==> config.mk <==
export PLATFORM = sky130hd
export DESIGN_NAME = trap_controller
export DESIGN_NICKNAME = d
export VERILOG_FILES = /design/src/rtl/trap_controller.sv
export SDC_FILE = /design/constraint.sdc
export NUM_CORES = 1
export LEC_CHECK = 0
export BUFFER_PORTS_ARGS = -buffer_cell sky130_fd_sc_hd__buf_4
export CELL_PAD_IN_SITES_DETAIL_PLACEMENT = 0
export CELL_PAD_IN_SITES_GLOBAL_PLACEMENT = 1
export CORE_AREA = 2 2 307 309
export DETAILED_ROUTE_END_ITERATION = 6
export DIE_AREA = 0 0 309 311
export GPL_ROUTABILITY_DRIVEN = 0
export HOLD_SLACK_MARGIN = 0.08
export PLACE_DENSITY_LB_ADDON = 0.12
export SLEW_MARGIN = 10
export SYNTH_ARGS = -nofsm -noshare
export SYNTH_HDL_FRONTEND = slang
export SYNTH_SLANG_ARGS = --single-unit
export TNS_END_PERCENT = 5
==> constraint.sdc <==
create_clock -name clk_i -period 45.4 [get_ports clk_i]
set_clock_uncertainty 0.15 [all_clocks]
set_input_delay 11.35 -clock clk_i [delete_from_list [all_inputs] [get_ports clk_i]]
set_output_delay 11.35 -clock clk_i [all_outputs]
set_load 0.01 [all_outputs]
==> src/rtl/trap_controller.sv <==
// Machine-mode trap controller: takes interrupts, exceptions and mret, updates trap CSRs and redirects fetch.
// Trap CSRs and redirect appear 2 cycles after acceptance (mret: 1); redirect is held until redirect_ready_i.
module trap_controller #(
  parameter int              MLEN        = 64,
  parameter logic [MLEN-1:0] RESET_MTVEC = '0
) (
  input  logic            clk_i,
  input  logic            rst_i,
  input  logic            exc_valid_i,
  output logic            exc_ready_o,
  input  logic [5:0]      exc_code_i,
  input  logic [MLEN-1:0] exc_pc_i,
  input  logic [MLEN-1:0] exc_tval_i,
  input  logic [MLEN-1:0] next_pc_i,
  input  logic [MLEN-1:0] irq_i,
  input  logic [MLEN-1:0] mie_i,
  input  logic            mret_i,
  input  logic            csr_we_i,
  input  logic [11:0]     csr_addr_i,
  input  logic [MLEN-1:0] csr_wdata_i,
  output logic            redirect_valid_o,
  input  logic            redirect_ready_i,
  output logic [MLEN-1:0] redirect_pc_o,
  output logic [MLEN-1:0] mstatus_o,
  output logic [MLEN-1:0] mepc_o,
  output logic [MLEN-1:0] mcause_o,
  output logic [MLEN-1:0] mtval_o,
  output logic [MLEN-1:0] mtvec_o,
  output logic [1:0]      priv_o
);

  localparam logic [1:0]      PRIV_U   = 2'b00;
  localparam logic [1:0]      PRIV_M   = 2'b11;
  // Machine/supervisor software, timer and external lines plus bit 13.
  localparam logic [MLEN-1:0] IRQ_MASK = MLEN'(14'h2aaa);

  typedef enum logic [1:0] {IDLE, COMMIT, REDIRECT} state_t;

  typedef struct packed {
    logic            intr;
    logic [5:0]      code;
    logic [MLEN-1:0] epc;
    logic [MLEN-1:0] tval;
  } trap_t;

  state_t          state_q, state_d;
  trap_t           trap_q;
  logic [1:0]      priv_q, mpp_q;
  logic            mie_q, mpie_q;
  logic [MLEN-1:0] mepc_q, mcause_q, mtval_q, mtvec_q;
  logic            redirect_valid_q;
  logic [MLEN-1:0] redirect_pc_q;

  logic [MLEN-1:0] irq_pend;
  logic            irq_en;
  logic [5:0]      irq_code;
  logic            take_irq, take_exc, take_mret;
  logic [MLEN-1:0] tvec_base, trap_pc;

  assign irq_pend = irq_i & mie_i & IRQ_MASK;
  assign irq_en   = (priv_q != PRIV_M) || mie_q;

  always_comb begin
    irq_code = 6'd13;
    if      (irq_pend[11]) irq_code = 6'd11;
    else if (irq_pend[3])  irq_code = 6'd3;
    else if (irq_pend[7])  irq_code = 6'd7;
    else if (irq_pend[9])  irq_code = 6'd9;
    else if (irq_pend[1])  irq_code = 6'd1;
    else if (irq_pend[5])  irq_code = 6'd5;
  end

  always_comb begin
    state_d     = state_q;
    take_irq    = 1'b0;
    take_exc    = 1'b0;
    take_mret   = 1'b0;
    exc_ready_o = 1'b0;
    case (state_q)
      IDLE: begin
        take_irq    = irq_en && (|irq_pend);
        exc_ready_o = !take_irq;
        take_exc    = !take_irq && exc_valid_i;
        take_mret   = !take_irq && !exc_valid_i && mret_i;
        if (take_irq || take_exc) state_d = COMMIT;
        else if (take_mret)       state_d = REDIRECT;
      end
      COMMIT:   state_d = REDIRECT;
      REDIRECT: if (redirect_ready_i) state_d = IDLE;
      default:  state_d = IDLE;
    endcase
  end

  // Vectored mode only applies to interrupts; modes 2 and 3 behave as direct.
  assign tvec_base = {mtvec_q[MLEN-1:2], 2'b00};
  assign trap_pc   = (mtvec_q[1:0] == 2'b01 && trap_q.intr)
                   ? tvec_base + MLEN'({trap_q.code, 2'b00}) : tvec_base;

  always_ff @(posedge clk_i or posedge rst_i) begin
    if (rst_i) state_q <= IDLE;
    else       state_q <= state_d;
  end

  always_ff @(posedge clk_i or posedge rst_i) begin
    if (rst_i) begin
      trap_q           <= '0;
      priv_q           <= PRIV_M;
      mpp_q            <= PRIV_U;
      mie_q            <= 1'b0;
      mpie_q           <= 1'b0;
      mepc_q           <= '0;
      mcause_q         <= '0;
      mtval_q          <= '0;
      mtvec_q          <= RESET_MTVEC;
      redirect_valid_q <= 1'b0;
      redirect_pc_q    <= '0;
    end else begin
      // Software writes first so trap/mret updates below override them.
      if (csr_we_i) begin
        case (csr_addr_i)
          12'h300: begin
            mie_q  <= csr_wdata_i[3];
            mpie_q <= csr_wdata_i[7];
            if (csr_wdata_i[12:11] != 2'b10) mpp_q <= csr_wdata_i[12:11];
          end
          12'h305: mtvec_q  <= csr_wdata_i;
          12'h341: mepc_q   <= csr_wdata_i & ~MLEN'(1);
          12'h342: mcause_q <= csr_wdata_i;
          12'h343: mtval_q  <= csr_wdata_i;
          default: ;
        endcase
      end

      if (take_irq) begin
        trap_q.intr <= 1'b1;
        trap_q.code <= irq_code;
        trap_q.epc  <= next_pc_i;
        trap_q.tval <= '0;
      end else if (take_exc) begin
        trap_q.intr <= 1'b0;
        trap_q.code <= exc_code_i;
        trap_q.epc  <= exc_pc_i;
        trap_q.tval <= exc_tval_i;
      end

      case (state_q)
        IDLE: if (take_mret) begin
          mie_q            <= mpie_q;
          mpie_q           <= 1'b1;
          priv_q           <= mpp_q;
          mpp_q            <= PRIV_U;
          redirect_valid_q <= 1'b1;
          redirect_pc_q    <= mepc_q;
        end
        COMMIT: begin
          mepc_q           <= trap_q.epc & ~MLEN'(1);
          mcause_q         <= {trap_q.intr, {(MLEN-7){1'b0}}, trap_q.code};
          mtval_q          <= trap_q.tval;
          mpie_q           <= mie_q;
          mie_q            <= 1'b0;
          mpp_q            <= priv_q;
          priv_q           <= PRIV_M;
          redirect_valid_q <= 1'b1;
          redirect_pc_q    <= trap_pc;
        end
        REDIRECT: if (redirect_ready_i) redirect_valid_q <= 1'b0;
        default: ;
      endcase
    end
  end

  always_comb begin
    mstatus_o        = '0;
    mstatus_o[3]     = mie_q;
    mstatus_o[7]     = mpie_q;
    mstatus_o[12:11] = mpp_q;
  end

  assign mepc_o           = mepc_q;
  assign mcause_o         = mcause_q;
  assign mtval_o          = mtval_q;
  assign mtvec_o          = mtvec_q;
  assign priv_o           = priv_q;
  assign redirect_valid_o = redirect_valid_q;
  assign redirect_pc_o    = redirect_pc_q;

endmodule

==> metrics list, run 1 <==
- TritonCTS built the clock tree.
- Port Buffer Count: 617
- The via count of the first global-routing pass is 19300.
- The first global-routing pass estimated 145000 µm of wire.
- CTS sink count: 461
* Fraction of synthesis flops using an asynchronous set or reset pin: 100%
* Syn avg cell area: 9.95 µm²
- At the end of the flow, the number of nets in the layout was 3108.
- The final layout contains routed wiring with a total length of 102000 µm.
- Worst-Margin Slew: 1240 ps
- Area added between synthesis and finish: 35.9%
- Critical register-to-register path startpoint: mtvec_o[15]$_DFFE_PP0P_
- The die is 311 µm tall.
- Power spread over the standard cell area amounts to 61.2 mW/mm².
- The floorplan step defined a core boundary enclosing 0.0928 mm².
* Vias per cell: 4.76
* Cts hold-fix bufs: 0
- Met2 track demand over resource: 33.9%
* Final global-route overflow total: 0
* Critical-path maximum fanout: 2
* Cell-by-cell trace of the critical path: buf_4 -> a222oi_1 -> a31oi_1 -> nor2_1 -> buf_4
* Worst hold path startpoint: trap_q[2]$_DFFE_PP0P_
* Number of buffers created by CTS: 58
- The synthesized design contains 461 register bits.
* CP endpoint kind: output port
- For this run, global-route usage on met1 was measured as 27.3%.
* Pin count of the biggest net entering global routing: 152
* Post-CTS Setup Repair Bufs: 0
- Combined global-route utilization of all metal layers: 20.7%
* Maximum ir drop on the vdd rail: 40.8 µV
* Syn. warnings: 0
- In the synthesized netlist the dominant register cell turns out to be sky130_fd_sc_hd__dfrtp_1.
- Number of H-tree branching levels: 2
- Max-cap violations in this run came to 0.
* Kind of launch point of the worst setup path: primary input
- In the final layout, the share of cells above drive strength 1 is 30.9%.
* Register-to-Register Path Depth: 6
* Buffer depth of the longest clock path: 3
- The die covers 0.0961 mm².
- Cell type of the slowest stage on the worst timing path: sky130_fd_sc_hd__a222oi_1
* Worst-skew pair later-pin latency: 620 ps
* Distinct cell type count of the synthesized netlist: 60
* First-pass detailed-route iteration total: 5
- For this run, the slowest stage of the critical path takes 480 ps.
* Post-DP HPWL: 69800 µm
* Met3 layer usage reported by global route: 4.69%
* Routed WL per cell: 25.6 µm
- The global routing stage identified its most utilized layer as met2.
- Setup violations remaining at the end of the flow were counted as 0.
- Leakage power summed over all cells: 0.0131 µW
* Final cell utilization of the core: 31.2%
- Final hold violation count: 0
* Worst setup path class: primary input to output port
* Number of resized instances in the post-cts repair step: 0
* Number of DRC violations after detailed routing: 0
- Gate count of the mapped netlist: 2139
- Sequential-to-total area share from yosys stat: 54.2%
* Cell depth of the worst hold path: 2
- Critical path data arrival time: 12420 ps
- The tree is rooted in a sky130_fd_sc_hd__clkbuf_16.
- In this run, synthesis inferred 0 flip-flops with an integrated enable.
- Horiz. Die Dim: 309 µm
* Number of slew-limit violations in the final report: 0
- The flow ran to the end, and the final reports show no timing, DRC or antenna violations.
- Initial antenna violation count: 0
- Post-Route Setup TNS: 0 ps
- Type of the worst min-delay path: flip-flop to flip-flop
- Setup repair after global routing left no endpoint under its margin.
- The worst path uses 52.7% of the clock period.
- In this run the tightest slew margin relative to its limit is 17.5%.
- Required @ worst endpoint: 33900 ps
- Clock edge transition at the registers on the reported setup and hold paths: 60 ps
- Hold Path End: mtval_o[2]$_DFFE_PP0P_
- Timing would allow up to 41.8 MHz.
- Number of placement rows: 112
* Final ANT Viol Nets: 0
- Capturing point of the worst reg2reg path: redirect_pc_o[63]$_DFFE_PP0P_
* Reg-to-reg slack, setup: 41980 ps
- Number of top-level pins: 796
- Netlist area before placement: 0.0213 mm²
* Vias after detailed routing: 19000
* Post-route minimum period: 23920 ps
* Starting Density: 22.9%
* Iteration-0 DRC count of the detailed router: 1195
* Most frequent cell on the critical path: sky130_fd_sc_hd__buf_4
==> layout by cell type, fill, tap and decap left out, drive strengths merged, types with 26 or more instances in the layout <==
cell type / n
buf: 654
dfrtp: 459
nand2: 384
nor2: 168
a21oi: 153
o22ai: 100
clkbuf: 94
o21ai: 88
a31oi: 74
a22o: 70
mux2i: 66
mux2: 64
conb: 62
a22oi: 31
xor2: 31
nand4: 26
==> stage by stage <==
stage	instance area (µm²)	setup WS (ps)	std cells	hold slack, ps	total power [µW]
final	28900	21480	3996	326	1770
after global routing	28900	21430	3993	357	1880
after CTS	28900	21470	3992	332	1800
after detailed placement	26900	21480	3886	319	1310
after global placement	26900	21520	3886	312	1300
after floorplan	21500	21050	2200	300	954
==> report_power, final <==
| group | leakage (µW) | internal (µW) | total (µW) | switching, µW |
|---|---|---|---|---|
| Sequential | 0.00576 | 541 | 637 | 95.5 |
| Combinational | 0.00637 | 250 | 657 | 407 |
| Clock | 0.000953 | 285 | 477 | 191 |
| Total | 0.0131 | 1080 | 1770 | 694 |
==> synth_stat cells (3+ instances only) <==
cell | n | area share, %
sky130_fd_sc_hd__or2_2 | 3 | 0.088
sky130_fd_sc_hd__buf_1 | 6 | 0.11
sky130_fd_sc_hd__dfrtp_1 | 459 | 54
sky130_fd_sc_hd__nor3_1 | 18 | 0.42
sky130_fd_sc_hd__clkbuf_1 | 113 | 2.0
sky130_fd_sc_hd__a21oi_1 | 152 | 3.6
sky130_fd_sc_hd__nand2_1 | 384 | 6.8
sky130_fd_sc_hd__buf_4 | 66 | 2.3
sky130_fd_sc_hd__buf_2 | 24 | 0.56
sky130_fd_sc_hd__ha_1 | 6 | 0.35
sky130_fd_sc_hd__a211oi_1 | 4 | 0.14
sky130_fd_sc_hd__nor4_1 | 6 | 0.18
sky130_fd_sc_hd__inv_1 | 12 | 0.21
sky130_fd_sc_hd__nand3_1 | 25 | 0.59
sky130_fd_sc_hd__a22oi_1 | 31 | 1.1
sky130_fd_sc_hd__a221oi_1 | 3 | 0.12
sky130_fd_sc_hd__a22o_1 | 70 | 2.9
sky130_fd_sc_hd__a21o_1 | 4 | 0.14
sky130_fd_sc_hd__o221ai_1 | 19 | 0.78
sky130_fd_sc_hd__o22ai_1 | 100 | 2.9
sky130_fd_sc_hd__a31oi_1 | 74 | 2.2
sky130_fd_sc_hd__or3_1 | 7 | 0.21
sky130_fd_sc_hd__o22a_1 | 15 | 0.62
sky130_fd_sc_hd__nand4_1 | 26 | 0.76
sky130_fd_sc_hd__mux2i_1 | 66 | 3.1
sky130_fd_sc_hd__buf_6 | 12 | 0.63
sky130_fd_sc_hd__and4_1 | 4 | 0.16
sky130_fd_sc_hd__mux2_2 | 64 | 3.4
sky130_fd_sc_hd__xor2_1 | 31 | 1.3
sky130_fd_sc_hd__or4_1 | 3 | 0.11
sky130_fd_sc_hd__a222oi_1 | 4 | 0.19
sky130_fd_sc_hd__nor2_1 | 168 | 3.0
sky130_fd_sc_hd__o21ai_0 | 86 | 2.0
sky130_fd_sc_hd__nand2b_1 | 4 | 0.12
sky130_fd_sc_hd__and3_1 | 12 | 0.35
sky130_fd_sc_hd__xnor2_1 | 25 | 1.0
==> worst max-delay path: cells and delay by family <==
| kind | cells | cell delay, ps |
|---|---|---|
| AOI/OAI and AO/OA | 2 | 660 |
| buffers and inverters | 2 | 270 |
| and+or+nand+nor | 1 | 140 |
==> worst max path at each step <==
stage,startpoint,endpoint,slack (ps),depth (start not counted)
after floorplan,rst_i,mcause_o[0]$_DFFE_PP0P_,21050,1
after global placement,irq_i[1],exc_ready_o,21520,5
after detailed placement,irq_i[1],exc_ready_o,21480,5
after CTS,irq_i[1],exc_ready_o,21470,5
after global routing,irq_i[1],exc_ready_o,21430,5
final,irq_i[1],exc_ready_o,21480,5
==> routing by layer <==
metal | routed length, µm | vias up
met5 | 0 | -
met4 | 2480 | 0
met3 | 6630 | 114
met2 | 48500 | 620
met1 | 44500 | 9663
li1 | - | 8628
==> area by class of cell <==
| cell class | count | area (µm²) |
|---|---|---|
| tap | 1254 | 1570 |
| fill | 9805 | 63900 |
| clock buffer | 94 | 1800 |
| antenna | 3 | 7.51 |
| clock inverter | 12 | 148 |
| multi-input combinational | 1506 | 8860 |
| inverter | 12 | 55.1 |
| sequential | 461 | 11500 |
| timing repair buffer | 654 | 4940 |
==> cell families after synthesis <==
kind of cell | after synthesis | share of synthesized area (%)
simple gates | 673 | 13.4
fa+ha+maj | 7 | 0.447
buf+inv | 233 | 5.84
compound gates | 578 | 17.3
mux | 130 | 6.49
flops | 461 | 54.2
other cells | 1 | 0.0176
xor+xnor | 56 | 2.30
==> flip-flops by register name (all words and copies together) (netlist names), 2 cells and up <==
register	flops
mcause_o	64
mepc_o	63
mpp_q	2
mtval_o	64
mtvec_o	64
priv_o	2
redirect_pc_o	63
state_q	2
trap_q	134
Power figures use the tool's default switching activity.
==> run 2, diff against run 1 <==
==> constraint.sdc (replaced) <==
create_clock -name clk_i -period 19.6 [get_ports clk_i]
set_clock_uncertainty 0.15 [all_clocks]
set_input_delay 4.9 -clock clk_i [delete_from_list [all_inputs] [get_ports clk_i]]
set_output_delay 4.9 -clock clk_i [all_outputs]
set_load 0.01 [all_outputs]
==> metrics list, run 2 (synthesis results as in run 1) <==
* Internal power summed over all cells: 2540 µW (was 1080 µW)
- CORE AREA: 0.0928 mm² (unchanged)
* Post-Route Setup TNS: 0 ps (unchanged)
- Horiz. Die Dim: 309 µm (unchanged)
- The power density of the placed cells was 143 mW/mm² (was 61.2 mW/mm²).
- The number of flip-flops under the largest register name was 134 (unchanged).
- The switching fraction of total power is 38.8% (was 39.2%).
- The worst reg2reg path depth came to 5 (was 6).
- The cell at the root of the clock tree was sky130_fd_sc_hd__clkbuf_16 (unchanged).
- Maximum ir drop on the vdd rail: 100 µV (was 40.8 µV)
* Worst-skew pair later-pin latency: 640 ps (was 620 ps)
* Final global-route overflow total: 0 (unchanged)
* Routed Wire Length: 102000 µm (about the same)
- Share of layout cells above drive strength 1: 30.9% (about the same)
- Total of endpoints with negative setup slack in the final report: 0 (unchanged)
- The number of antenna violations at the first check in global routing came to 0 (unchanged).
- Critical path data arrival time: 6410 ps (was 12420 ps)
- Area added between synthesis and finish: 36.1% (was 35.9%)
* Cell depth of the worst hold path: 2 (unchanged)
- The antenna violation net count after detailed routing came to 0 (unchanged).
* Worst setup path class: primary input to output port (unchanged)
* Type of the worst min-delay path: flip-flop to flip-flop (unchanged)
- Number of H-tree branching levels: 2 (unchanged)
* CTS sink count: 461 (unchanged)
- First-pass detailed-route iteration total: 6 (was 5)
- Most common cell after layout, fill and taps aside: sky130_fd_sc_hd__buf_4 (unchanged)
- Reg-to-reg slack, setup: 15950 ps (was 41980 ps)
- The area enclosed by the die boundary is 0.0961 mm² (unchanged).
- The number of buffers added by the clock tree synthesis step is 59 (was 58).
* Slew margin rel.: 23.5% (was 17.5%)
- Vias per cell: 4.75 (was 4.76)
* NumNets Final: 3108 (unchanged)
- After layout, the worst path uses 58.5% of the clock period.
* Vias in the first global route: 19400 (was 19300)
* Number of placement rows: 112 (unchanged)
- The vertical extent of the die came to 311 µm (unchanged).
* Largest register by flop count: trap_q (unchanged)
- Clock edge transition at the registers on the reported setup and hold paths: 60 ps (about the same)
* Layout Cell Area excl Fill: 0.0290 mm² (was 0.0289 mm²)
* Leakage power summed over all cells: 0.0131 µW (about the same)
- Derived from the worst setup path, the maximum achievable clock frequency is 87.3 MHz.
- The total global-route track usage is 20.7% (about the same).
- Setup repair after global routing missed its margin: false (unchanged)
* Post-DP HPWL: 69900 µm (was 69800 µm)
- The number of placed I/O pins is 796 (unchanged).
- The post-cts repair resize count was 0 (unchanged).
- The count of routing violations after the opening detailed-route iteration came to 1046 (was 1195).
- The count of final max-slew check failures came to 0 (unchanged).
- Cts hold-fix bufs: 0 (unchanged)
- The share of total power in sequential cells is 35.6% (was 36.0%).
- Most frequent cells in the layout: sky130_fd_sc_hd__buf_4, sky130_fd_sc_hd__dfrtp_1, sky130_fd_sc_hd__nand2_1 (unchanged).
* Area after detailed placement: 0.0269 mm² (about the same)
- The number of port buffers was 617 (unchanged).
- The top fanout value on the critical path is 8 (was 2).
- Wire length of the first global-routing pass: 145000 µm (about the same)
- The largest net degree at the start of global routing came to 100 (was 152).
* Routed WL per cell: 25.5 µm (was 25.6 µm)
* Worst-Margin Slew: 1140 ps (was 1240 ps)
- The number of hold violations in the final report was 0 (unchanged).
- The buffer depth of the longest clock path is 3 (unchanged).
- Post-route minimum period: 11460 ps
- The initial core utilization is 22.9% (unchanged).
- The switching power was 1610 µW (was 694 µW).
- Post-CTS Setup Repair Bufs: 0 (unchanged)
* Max_cap viols: 0 (unchanged)
- The share of power burned in combinational logic was 36.5% (was 37.1%).
* Kind of launch point of the worst setup path: primary input (unchanged)
- Required @ worst endpoint: 14550 ps (was 33900 ps)
- The TritonCTS clock tree is yes (unchanged).
- Number of DRC violations after detailed routing: 0 (unchanged)
* Status: finished, final reports clean (unchanged)
- The kind of capture point of the worst setup path is an output port (unchanged).
* Vias after detailed routing: 19000 (about the same)
* Power share of the clock group: 27.9% (was 26.9%)
run 2: final cells by class:
cell class / count / area, µm²
flip-flops and latches: 461 / 11500
multi-input cells: 1506 / 8860
inverters: 12 / 55.1
repair buffers: 653 / 4900
diodes: 2 / 5.00
fillers: 9838 / 63800
clock buffers: 88 / 1730
clock inverters: 18 / 317
well taps: 1254 / 1570
run 2: through the flow:
stage	utilization (%)	cells	total power (µW)	setup slack [ps]	hold WS, ps
3_3_place_gp	29.0	3886	3020	8180	311
5_1_grt	31.2	3992	4400	7960	357
6_report	31.2	3994	4150	8140	320
4_1_cts	31.2	3992	4220	8140	331
2_1_floorplan	-	2200	2210	1700	300
3_5_place_dp	29.0	3886	3040	8140	318
run 2: power groups by stage:
| stage | Sequential, µW | Combinational (µW) | Clock, µW |
|---|---|---|---|
| 2_1_floorplan | 1500 | 708 | 0 |
| 3_3_place_gp | 1480 | 1530 | 0 |
| 3_5_place_dp | 1490 | 1550 | 0 |
| 4_1_cts | 1480 | 1550 | 1190 |
| 5_1_grt | 1520 | 1650 | 1230 |
| 6_report | 1480 | 1510 | 1160 |
run 2: critical path, stage by stage:
cell and delay [ps]:
sky130_fd_sc_hd__buf_4 90, sky130_fd_sc_hd__a22oi_1 140, sky130_fd_sc_hd__a31oi_1 950, sky130_fd_sc_hd__nor2_1 130
sky130_fd_sc_hd__buf_4 200
run 2: layer usage:
layer  global-route usage, %  vias to the layer above  share of wire [%]
li1                        -                     8614                  -
met1                    26.8                     9632                 43
met2                    34.3                      610                 48
met3                    5.30                      116                6.9
met4                    4.85                        0                2.2
met5                       0                        -                  0
run 2: path summary, 6_finish.rpt:
check                                            start                            end
worst max-delay path                          mie_i[3]                    exc_ready_o
worst max register to register  state_q[1]$_DFFE_PP0P_  redirect_pc_o[47]$_DFFE_PP0P_
worst min register to register  trap_q[39]$_DFFE_PP0P_        mtval_o[39]$_DFFE_PP0P_
max in group asynchronous                        rst_i        trap_q[111]$_DFFE_PP0P_
min in group asynchronous                        rst_i          trap_q[2]$_DFFE_PP0P_
worst min-delay path            trap_q[39]$_DFFE_PP0P_        mtval_o[39]$_DFFE_PP0P_
